--- config.mk ---
export PLATFORM = sky130hd
export DESIGN_NAME = seven_seg_scanner
export DESIGN_NICKNAME = d
export VERILOG_FILES = /design/src/rtl/seg_pkg.sv /design/src/rtl/seg_glyph_rom.sv /design/src/rtl/seven_seg_scanner.sv
export SDC_FILE = /design/constraint.sdc
export NUM_CORES = 1
export LEC_CHECK = 0
export ABC_CLOCK_PERIOD_IN_PS = 2700
export CAP_MARGIN = 20
export CORE_ASPECT_RATIO = 1.2
export CORE_MARGIN = 3
export CORE_UTILIZATION = 48
export CTS_CLUSTER_DIAMETER = 100
export CTS_CLUSTER_SIZE = 8
export DETAILED_ROUTE_END_ITERATION = 6
export PLACE_DENSITY_LB_ADDON = 0.3
export SLEW_MARGIN = 20
export SYNTH_ARGS = -nofsm -noshare
export SYNTH_HDL_FRONTEND = slang
export SYNTH_SLANG_ARGS = --single-unit
--- constraint.sdc ---
create_clock -name clk -period 2.7 [get_ports clk]
set_input_delay 0.54 -clock clk [delete_from_list [all_inputs] [get_ports clk]]
set_output_delay 0.54 -clock clk [all_outputs]
set_load 0.05 [all_outputs]
--- src/rtl/seg_pkg.sv ---
// Segment glyph constants shared by the scanner and its glyph ROM.
// Encoding is active-low, bit6=g .. bit0=a.
// Pure constants; no logic, no latency, no flow control.
package seg_pkg;

    localparam logic [6:0] SEG_BLANK = 7'h7F;

    localparam logic [6:0] SEG_GLYPH [16] = '{
        7'h40, 7'h79, 7'h24, 7'h30, 7'h19, 7'h12, 7'h02, 7'h78,
        7'h00, 7'h10, 7'h08, 7'h03, 7'h46, 7'h21, 7'h06, 7'h0E
    };

endpackage

--- src/rtl/seg_glyph_rom.sv ---
// Nibble to active-low seven-segment glyph; 10..15 blank unless hex_mode.
// Latency: purely combinational.
// Backpressure: none.
module seg_glyph_rom
    import seg_pkg::*;
(
    input  logic [3:0] nibble,
    input  logic       hex_mode,
    output logic [6:0] seg
);

    always_comb begin
        seg = SEG_GLYPH[nibble];
        if (nibble >= 4'd10 && !hex_mode) seg = SEG_BLANK;
    end

endmodule

--- src/rtl/seven_seg_scanner.sv ---
// Multiplexed seven-segment scanner with frame-synchronous value update.
// Latency: seg/an registered, one cycle behind scan state. Optional SEG_LEADING_ZERO_BLANK_EN.
// Backpressure: none; load is a fire-and-forget strobe, last load in a frame wins.
module seven_seg_scanner
    import seg_pkg::*;
#(
    parameter int NUM_DIGITS = 4,
    parameter int SCAN_DIV   = 50000
) (
    input  logic                    clk,
    input  logic                    rst_n,
    input  logic [4*NUM_DIGITS-1:0] value,
    input  logic                    load,
    input  logic [NUM_DIGITS-1:0]   digit_en,
    input  logic                    hex_mode,
    output logic [6:0]              seg,
    output logic [NUM_DIGITS-1:0]   an,
    output logic                    frame_done
);

    localparam int CW = $clog2(SCAN_DIV);
    localparam int IW = (NUM_DIGITS > 1) ? $clog2(NUM_DIGITS) : 1;

    logic [CW-1:0]           presc;
    logic [IW-1:0]           idx;
    logic [4*NUM_DIGITS-1:0] shadow;
    logic [4*NUM_DIGITS-1:0] active;
    logic                    pending;

    logic                    slot_end;
    logic                    boundary;
    logic                    deadtime;
    logic [3:0]              nib;
    logic                    dig_on;
    logic                    lead_blank;
    logic [NUM_DIGITS-1:0]   lz;
    logic [NUM_DIGITS-1:0]   an_nxt;
    logic [6:0]              seg_nxt;
    logic [6:0]              rom_seg;

    assign slot_end = (presc == CW'(SCAN_DIV - 1));
    assign boundary = slot_end && (idx == IW'(NUM_DIGITS - 1));
    assign deadtime = (presc == '0);

`ifdef SEG_LEADING_ZERO_BLANK_EN
    logic zero_above;

    // lz[k]: nibble k and everything above it are zero; digit 0 is never blanked
    always_comb begin
        lz         = '0;
        zero_above = 1'b1;
        for (int k = NUM_DIGITS - 1; k >= 1; k--) begin
            zero_above = zero_above && (active[4*k +: 4] == 4'd0);
            lz[k]      = zero_above;
        end
    end
`else
    assign lz = '0;
`endif

    always_comb begin
        nib        = '0;
        dig_on     = 1'b0;
        lead_blank = 1'b0;
        an_nxt     = '1;
        for (int k = 0; k < NUM_DIGITS; k++) begin
            if (idx == IW'(k)) begin
                nib        = active[4*k +: 4];
                dig_on     = digit_en[k];
                lead_blank = lz[k];
                an_nxt[k]  = 1'b0;
            end
        end
        if (deadtime) an_nxt = '1;
    end

    seg_glyph_rom u_rom (
        .nibble   (nib),
        .hex_mode (hex_mode),
        .seg      (rom_seg)
    );

    always_comb begin
        seg_nxt = rom_seg;
        if (deadtime || !dig_on || lead_blank) seg_nxt = SEG_BLANK;
    end

    always_ff @(posedge clk) begin
        if (!rst_n) begin
            presc      <= '0;
            idx        <= '0;
            shadow     <= '0;
            active     <= '0;
            pending    <= 1'b0;
            seg        <= SEG_BLANK;
            an         <= '1;
            frame_done <= 1'b0;
        end else begin
            presc <= slot_end ? '0 : presc + CW'(1);
            if (slot_end) idx <= (idx == IW'(NUM_DIGITS - 1)) ? '0 : idx + IW'(1);

            if (load) shadow <= value;
            // Commit uses the shadow from before this edge; a boundary load waits a frame
            if (boundary) begin
                if (pending) active <= shadow;
                pending <= load;
            end else if (load) begin
                pending <= 1'b1;
            end

            seg        <= seg_nxt;
            an         <= an_nxt;
            frame_done <= boundary;
        end
    end

endmodule

==> metrics.yaml, run 1 <==
cp_cell_sequence: "inv_1 -> ha_1 -> nor3b_1 -> a221o_1 -> ha_1 -> o311a_1 -> nor3_4 -> o221ai_1"
mappedNetlistArea_um2: 2770
worstMarginPinSlew_ns: 0.636
maxSlewViolCount: 0
finalClockSkew_ns: 0.00950
dominant_combinational_cell_family_by_area_after_synthesis: "simple AND/OR/NAND/NOR gates"
first_global_vias: 2157
vdd_ir_drop_max_mv: 0.331
rows: 29
switching_share: 0.219
period_share: 0.940
cts_post_setup_buffers_inserted: 0
drt_iter0_markers: 107
via_per_inst: 5.25
post-synth-top-area-fraction: 0.456
crit_path_end_kind: "flip-flop"
maxCapViolCount: 0
p_comb_frac: 0.073
cts_max_level: 3
leakagePower_nw: 1.28
cp_num_cells: 8
final_net_count: 383
pwr_density_nw_per_um2: 584
post-place-cells: 399
cp_slowest_stage_delay_ns: 0.40
timing.setup.tns_ns: 0
async_flop_share: 0
run_status: "finished, final reports clean"
hold-worst-slack_ns: 0.453
postRouteWirelength_mm: 5.46
post_synthesis_share_of_cell_area_spent_on_and_or_nand_and_nor_gates: 0.220
area_growth_syn_to_layout_pct: 22.8
library_cell_with_the_highest_instance_count_after_synthesis: "sky130_fd_sc_hd__dfxtp_1"
cts.clk_slew.worst_paths_ns: 0.07
cts_inserted_buffers: 9
syn_nets: 344
grt.total_usage: 0.179
n_antenna_cell: 0
drcViolationCount: 0
post-synth-top-area-cell: "sky130_fd_sc_hd__dfxtp_1"
number_of_endpoints_failing_setup_at_the_final_stage: 0
crit-reg2reg-capture: "seg[4]"
share_clk_of_total_power: 0.438
synth_compound_gate_area_share: 0.102
path_common_cell: "sky130_fd_sc_hd__ha_1"
fraction_of_final_layout_cells_sized_beyond_drive_strength_1: 0.0966
dp_hpwl_mm: 3.92
yosys_register_bits: 63
core_um2: 5440
distinct_cell_type_count_after_synthesis: 47
routabilityCongestion: 0.881
io_pins: 36
number_of_enable_type_register_cells_in_the_synthesized_netlist: 0
holdCritPathClass: "flip-flop to flip-flop"
insertion_delay_ns: 0.33
synth.area.mux_share: 0.0769
sort_of_element_at_the_start_of_the_critical_path: "flip-flop"
endpoint: "seg[4]"
finalCriticalPeriod_ns: 2.54
clock_sink_count: 63
power_frac_seq: 0.489
drtPass1Iterations: 4
timing.critical_path.from: "idx[0]"
crit_path_max_fanout: 11
synth-seq-area-share: 0.456
most_used_flip_flop_cell_after_synthesis: "sky130_fd_sc_hd__dfxtp_1"
die_area_um2: 6710
synthesis.area_per_instance_um2: 8.95
cts_buffer_depth: 2
synth_xor_area_frac: 0.0443
crit_type: "flip-flop to flip-flop"
grt_antenna_before_repair: 0
route.detailed.wl_per_inst_um: 13.2
numPortBuffers: 35
grt_start_max_net_pins: 37
yosys_warnings: 0
wire_length_of_the_first_global_routing_pass_mm: 9.25
floorplan.die.width_um: 75.3
r2r-start: "idx[0]"
final_util: 0.624
initial_cell_density_of_the_core: 0.508
synth.cells.most_frequent: "63 x sky130_fd_sc_hd__dfxtp_1, 50 x sky130_fd_sc_hd__nand2_1, 39 x sky130_fd_sc_hd__nor2_1"
floorplan.die.height_um: 89.2
rrSetupSlack_ns: 0.16
route.antenna.remaining_nets: 0
synthCells: 309
switching_power_w: 0.000435
final_hold_violation_count: 0
crit_required_ns: 2.89
cts_tree: "built"
fin_cells: 414
post_synth_fa_ha_maj_area_fraction: 0.0498
fmaxAchievable_mhz: 394
cp_num_buf_inv: 1
worst_path_dominant_cell_family: "compound AO/OA/AOI/OAI gates"
slew_headroom: 0.576
routed-via-count: 2175
reg2reg_depth: 8
internal_dissipation_w: 0.00155
grt-ovfl-total: 0
clock_tree.root_cell: "sky130_fd_sc_hd__clkbuf_8"
critPathArrivalTime_ns: 2.73
synth.area.top_cells: "sky130_fd_sc_hd__dfxtp_1 46%, sky130_fd_sc_hd__mux2i_1 6.9%, sky130_fd_sc_hd__nand2_1 6.8%, sky130_fd_sc_hd__nor2_1 5.3%, sky130_fd_sc_hd__ha_1 5.0%"
depth_of_the_worst_hold_timing_path: 2
critical_path.slowest_cell: "sky130_fd_sc_hd__o311a_1"
## cell families (layout without fill, tap and decap cells)
kind of cell	after synthesis	count (layout)
and+or+nand+nor	129	129
DFF	63	63
AOI/OAI and AO/OA	41	41
buffers and inverters	30	73
muxes	21	21
xor gates and xnor gates	14	14
adders and majority gates	11	11
## worst register-to-register path, cell delays in order, from the launching register on
cell                       delay, ns
sky130_fd_sc_hd__dfxtp_1        0.39
sky130_fd_sc_hd__inv_1          0.10
sky130_fd_sc_hd__ha_1           0.32
sky130_fd_sc_hd__nor3b_1        0.19
sky130_fd_sc_hd__a221o_1        0.35
sky130_fd_sc_hd__ha_1           0.25
sky130_fd_sc_hd__o311a_1        0.40
sky130_fd_sc_hd__nor3_4         0.24
sky130_fd_sc_hd__o221ai_1       0.17
## timing repair
| item | CTS | global route |
|---|---|---|
| hold buffers | 0 | 0 |
| endpoints found under the setup margin | 0 | 7 |
| hold endpoints to repair | 0 | 0 |
| resized for setup | 0 | 2 |
## per-stage QoR
stage | instance area [um^2] | power (W) | setup slack [ns]
after floorplan | 2770 | 0.00107 | 0.289
after global placement | 3170 | 0.00113 | 0.213
after detailed placement | 3170 | 0.00114 | 0.105
after CTS | 3380 | 0.00200 | 0.105
after global routing | 3400 | 0.00205 | -0.00852
final | 3400 | 0.00198 | 0.163
## cell usage in the layout, fill, tap and decap left out, drive strengths merged, types with 4 or more instances in the layout
cell type	synthesis	final
a21oi	19	19
buf	11	8
xor2	6	6
mux2i	19	19
a211oi	5	5
ha	11	11
nor3b	4	4
dfxtp	63	63
xnor2	8	8
nor2	39	39
clkbuf	4	13
inv	15	15
nor3	5	5
nand3b	6	6
nand3	7	7
clkdlybuf4s50	0	35
nand2	50	50
nand4	4	4
## how the worst min path moves through the flow
| stage | start | end | slack (ns) |
|---|---|---|---|
| 2_1_floorplan | active[12] | active[12] | 0.43 |
| 3_3_place_gp | active[14] | active[14] | 0.44 |
| 3_5_place_dp | active[14] | active[14] | 0.44 |
| 4_1_cts | active[15] | active[15] | 0.46 |
| 5_1_grt | active[6] | active[6] | 0.48 |
| 6_report | active[15] | active[15] | 0.45 |
## per-layer routing
layer	up-vias	wire length [um]	part of all wire	GRT usage
met5	-	0	0	0
met4	0	90	0.016	0.0763
met3	10	222	0.041	0.0450
met2	41	2760	0.51	0.317
met1	1004	2380	0.44	0.199
li1	1120	-	-	-
## state kept, by name (all words and copies together), names as in the netlist
signal and cells:
shadow 16, presc 16, idx 2, an 4
pending 1, seg 7, frame_done 1, active 16
## power groups by stage
stage	combinational (W)	sequential, W	clock [W]
after CTS	0.000146	0.000970	0.000885
final	0.000145	0.000970	0.000870
after floorplan	0.0000557	0.00101	0
after global placement	0.000143	0.000990	0
after global routing	0.000158	0.000973	0.000919
after detailed placement	0.000145	0.000991	0
## final cells by class
| cell class | count | area (um^2) |
|---|---|---|
| Tap cell | 62 | 77.6 |
| Multi-Input combinational cell | 216 | 1380 |
| Clock inverter | 2 | 37.5 |
| Sequential cell | 63 | 1260 |
| Inverter | 15 | 56.3 |
| Clock buffer | 13 | 179 |
| Timing Repair Buffer | 43 | 410 |
| Fill cell | 479 | 2040 |
No activity file was read; power rests on OpenSTA's default activity.
==> inputs of run 2 (changes only) <==
GPL_ROUTABILITY_DRIVEN = 0   (was default)
==> results of run 2 <==
The final DEF is identical to that of run 1; final timing and power are the same.
==> inputs of run 3 (changes only) <==
ABC_CLOCK_PERIOD_IN_PS = 2800   (was 2700)
CORE_MARGIN = 4   (was 3)
clock period = 2.8 ns   (was 2.7 ns; I/O delays follow)
==> run 3 against run 2 <==
Combinational power shrank 5%. Power is 2.5% lower. Critical path depth is the same. First-iteration DRC count fell by 13%. Design area down 0.40%. Global-route usage fell by 1.2 points. Clock skew is 0.00080 ns lower. Via count grew 0.64%. Sequential power down 3.6%. Sequential share of layout area increased by 0.15 points. Flip-flop and latch count did not move. Worst setup slack improved by 0.029 ns. Critical path type unchanged.
==> metrics.yaml, run 3 (synthesis gave the netlist of run 1 again) <==
floorplan.die.width_um: 77.3  # +2.7%
routed-via-count: 2189  # +0.64%
fillers: 509  # +6.3%
holdCritPathClass: "flip-flop to flip-flop"
floorplan.die.height_um: 91.2  # +2.2%
final_hold_violation_count: 0  # unchanged
worstMarginPinSlew_ns: 0.534  # -0.102 ns
period_share: 0.932  # -0.00804
postRouteWirelength_mm: 5.31  # -2.7%
cts.clk_slew.worst_paths_ns: 0.07  # about the same
path_common_cell: "sky130_fd_sc_hd__ha_1"
cts_tree: "built"
grt-ovfl-total: 0  # unchanged
n_antenna_cell: 0  # unchanged
drcViolationCount: 0  # unchanged
run_status: "finished, final reports clean"
cts_max_level: 3  # unchanged
register_area_um2: 1260  # unchanged
drt_iter0_markers: 93  # -13%
die_area_um2: 7050  # +5.0%
crit_path_max_fanout: 11  # unchanged
initial_cell_density_of_the_core: 0.491  # -0.0169
timing.setup.tns_ns: 0  # unchanged
cp_slowest_stage_delay_ns: 0.40  # about the same
pwr_density_nw_per_um2: 572  # -2.1%
io_pins: 36  # unchanged
cp_num_buf_inv: 1  # unchanged
fmaxAchievable_mhz: 383  # -2.7%
critPathArrivalTime_ns: 2.81  # +0.08 ns
worst_path_dominant_cell_family: "compound AO/OA/AOI/OAI gates"
rows: 30  # +3.4%
core_um2: 5630  # +3.4%
vdd_ir_drop_max_mv: 0.361  # +9.1%
wire_length_of_the_first_global_routing_pass_mm: 9.43  # +1.9%
clock_sink_count: 63  # unchanged
post-layout-total-power_w: 0.00194  # -2.5%
maxSlewViolCount: 0  # unchanged
area_growth_syn_to_layout_pct: 22.3
slew_headroom: 0.644  # +0.0682
cts_buffer_depth: 2  # unchanged
route.antenna.remaining_nets: 0  # unchanged
leakagePower_nw: 1.27  # -0.69%
first_global_vias: 2123  # -1.6%
commonest_non_fill_non_tap_cell_in_the_layout: "sky130_fd_sc_hd__dfxtp_1"
clock_tree.root_cell: "sky130_fd_sc_hd__clkbuf_8"
drtPass1Iterations: 4  # unchanged
multi_input_area_um2: 1360  # -1.0%
post_cts_hold_buffer_count: 0  # unchanged
final_net_count: 382  # -0.26%
grt.total_usage: 0.167  # -0.0119
number_of_instances_resized_during_post_cts_repair: 0  # unchanged
fraction_of_final_layout_cells_sized_beyond_drive_strength_1: 0.0938  # -0.00284
critical_path.slowest_cell: "sky130_fd_sc_hd__o311a_1"
route.detailed.wl_per_inst_um: 12.8  # -3.2%
maxCapViolCount: 0  # unchanged
finalClockSkew_ns: 0.00870  # -0.000799 ns
sort_of_element_at_the_start_of_the_critical_path: "flip-flop"
dp_hpwl_mm: 3.82  # -2.5%
cts_inserted_buffers: 9  # unchanged
finalCriticalPeriod_ns: 2.61  # +0.0715 ns
crit_type: "flip-flop to flip-flop"
cts_post_setup_buffers_inserted: 0  # unchanged
crit_path_end_kind: "flip-flop"
grt_setup_unrepaired: "no"
grt_start_max_net_pins: 37  # unchanged
cp_cell_sequence: "inv_1 -> ha_1 -> nor3b_1 -> a221o_1 -> ha_1 -> o311a_1 -> nor3_4 -> o221ai_1"
reg.largest.list: "active: 16 flops, presc: 16 flops, shadow: 16 flops"
mostFrequentLayoutCells: "63 x sky130_fd_sc_hd__dfxtp_1, 50 x sky130_fd_sc_hd__nand2_1, 39 x sky130_fd_sc_hd__nor2_1"
crit_required_ns: 3.00  # +0.11 ns
number_of_endpoints_failing_setup_at_the_final_stage: 0  # unchanged
insertion_delay_ns: 0.34  # about the same
numPortBuffers: 35  # unchanged
grt_antenna_before_repair: 0  # unchanged
via_per_inst: 5.26  # +0.16%
-- run 3: power breakdown --
group          internal, W  leakage (nW)  switching, W  total [W]
combinational    0.0000682         0.649     0.0000700   0.000138
sequential        0.000921         0.513     0.0000136   0.000935
clock             0.000502         0.105      0.000360   0.000862
-- run 3: through the flow --
step                      setup slack (ns)  instance area [um^2]  cells  hold WS (ns)  utilization
after floorplan                      0.389                  2770    309         0.432            -
after global placement               0.316                  3160    400         0.440        0.562
after detailed placement             0.221                  3160    400         0.445        0.562
after CTS                            0.203                  3380    416         0.455        0.601
after global routing                0.0142                  3380    416         0.470        0.601
final                                0.192                  3380    416         0.449        0.601
-- run 3: metal layers --
metal  routed length (um)  global-route usage  share of wire
met5                    0                   0              0
met4                   98              0.0772          0.018
met3                  272              0.0635          0.051
met2                 2540               0.271           0.48
met1                 2400               0.192           0.45
-- run 3: layout make-up --
type | count | area share
multi-input combinational | 216 | 0.403
timing repair buffer | 42 | 0.119
inverter | 15 | 0.0166
tap | 64 | 0.0237
clock buffer | 9 | 0.0366
clock inverter | 7 | 0.0288
sequential | 63 | 0.373
-- run 3: final timing paths --
path         startpoint         end  slack [ns]  cells after the start
min reg2reg  active[12]  active[12]        0.45                      2
min          active[12]  active[12]        0.45                      2
max              idx[0]      seg[4]        0.19                      8
max reg2reg      idx[0]      seg[4]        0.19                      8
-- run 3: worst min-delay path, cell delays in order (launching register included) --
cell and delay (ns):
sky130_fd_sc_hd__dfxtp_1 0.31, sky130_fd_sc_hd__nand2_1 0.05, sky130_fd_sc_hd__a21oi_1 0.05
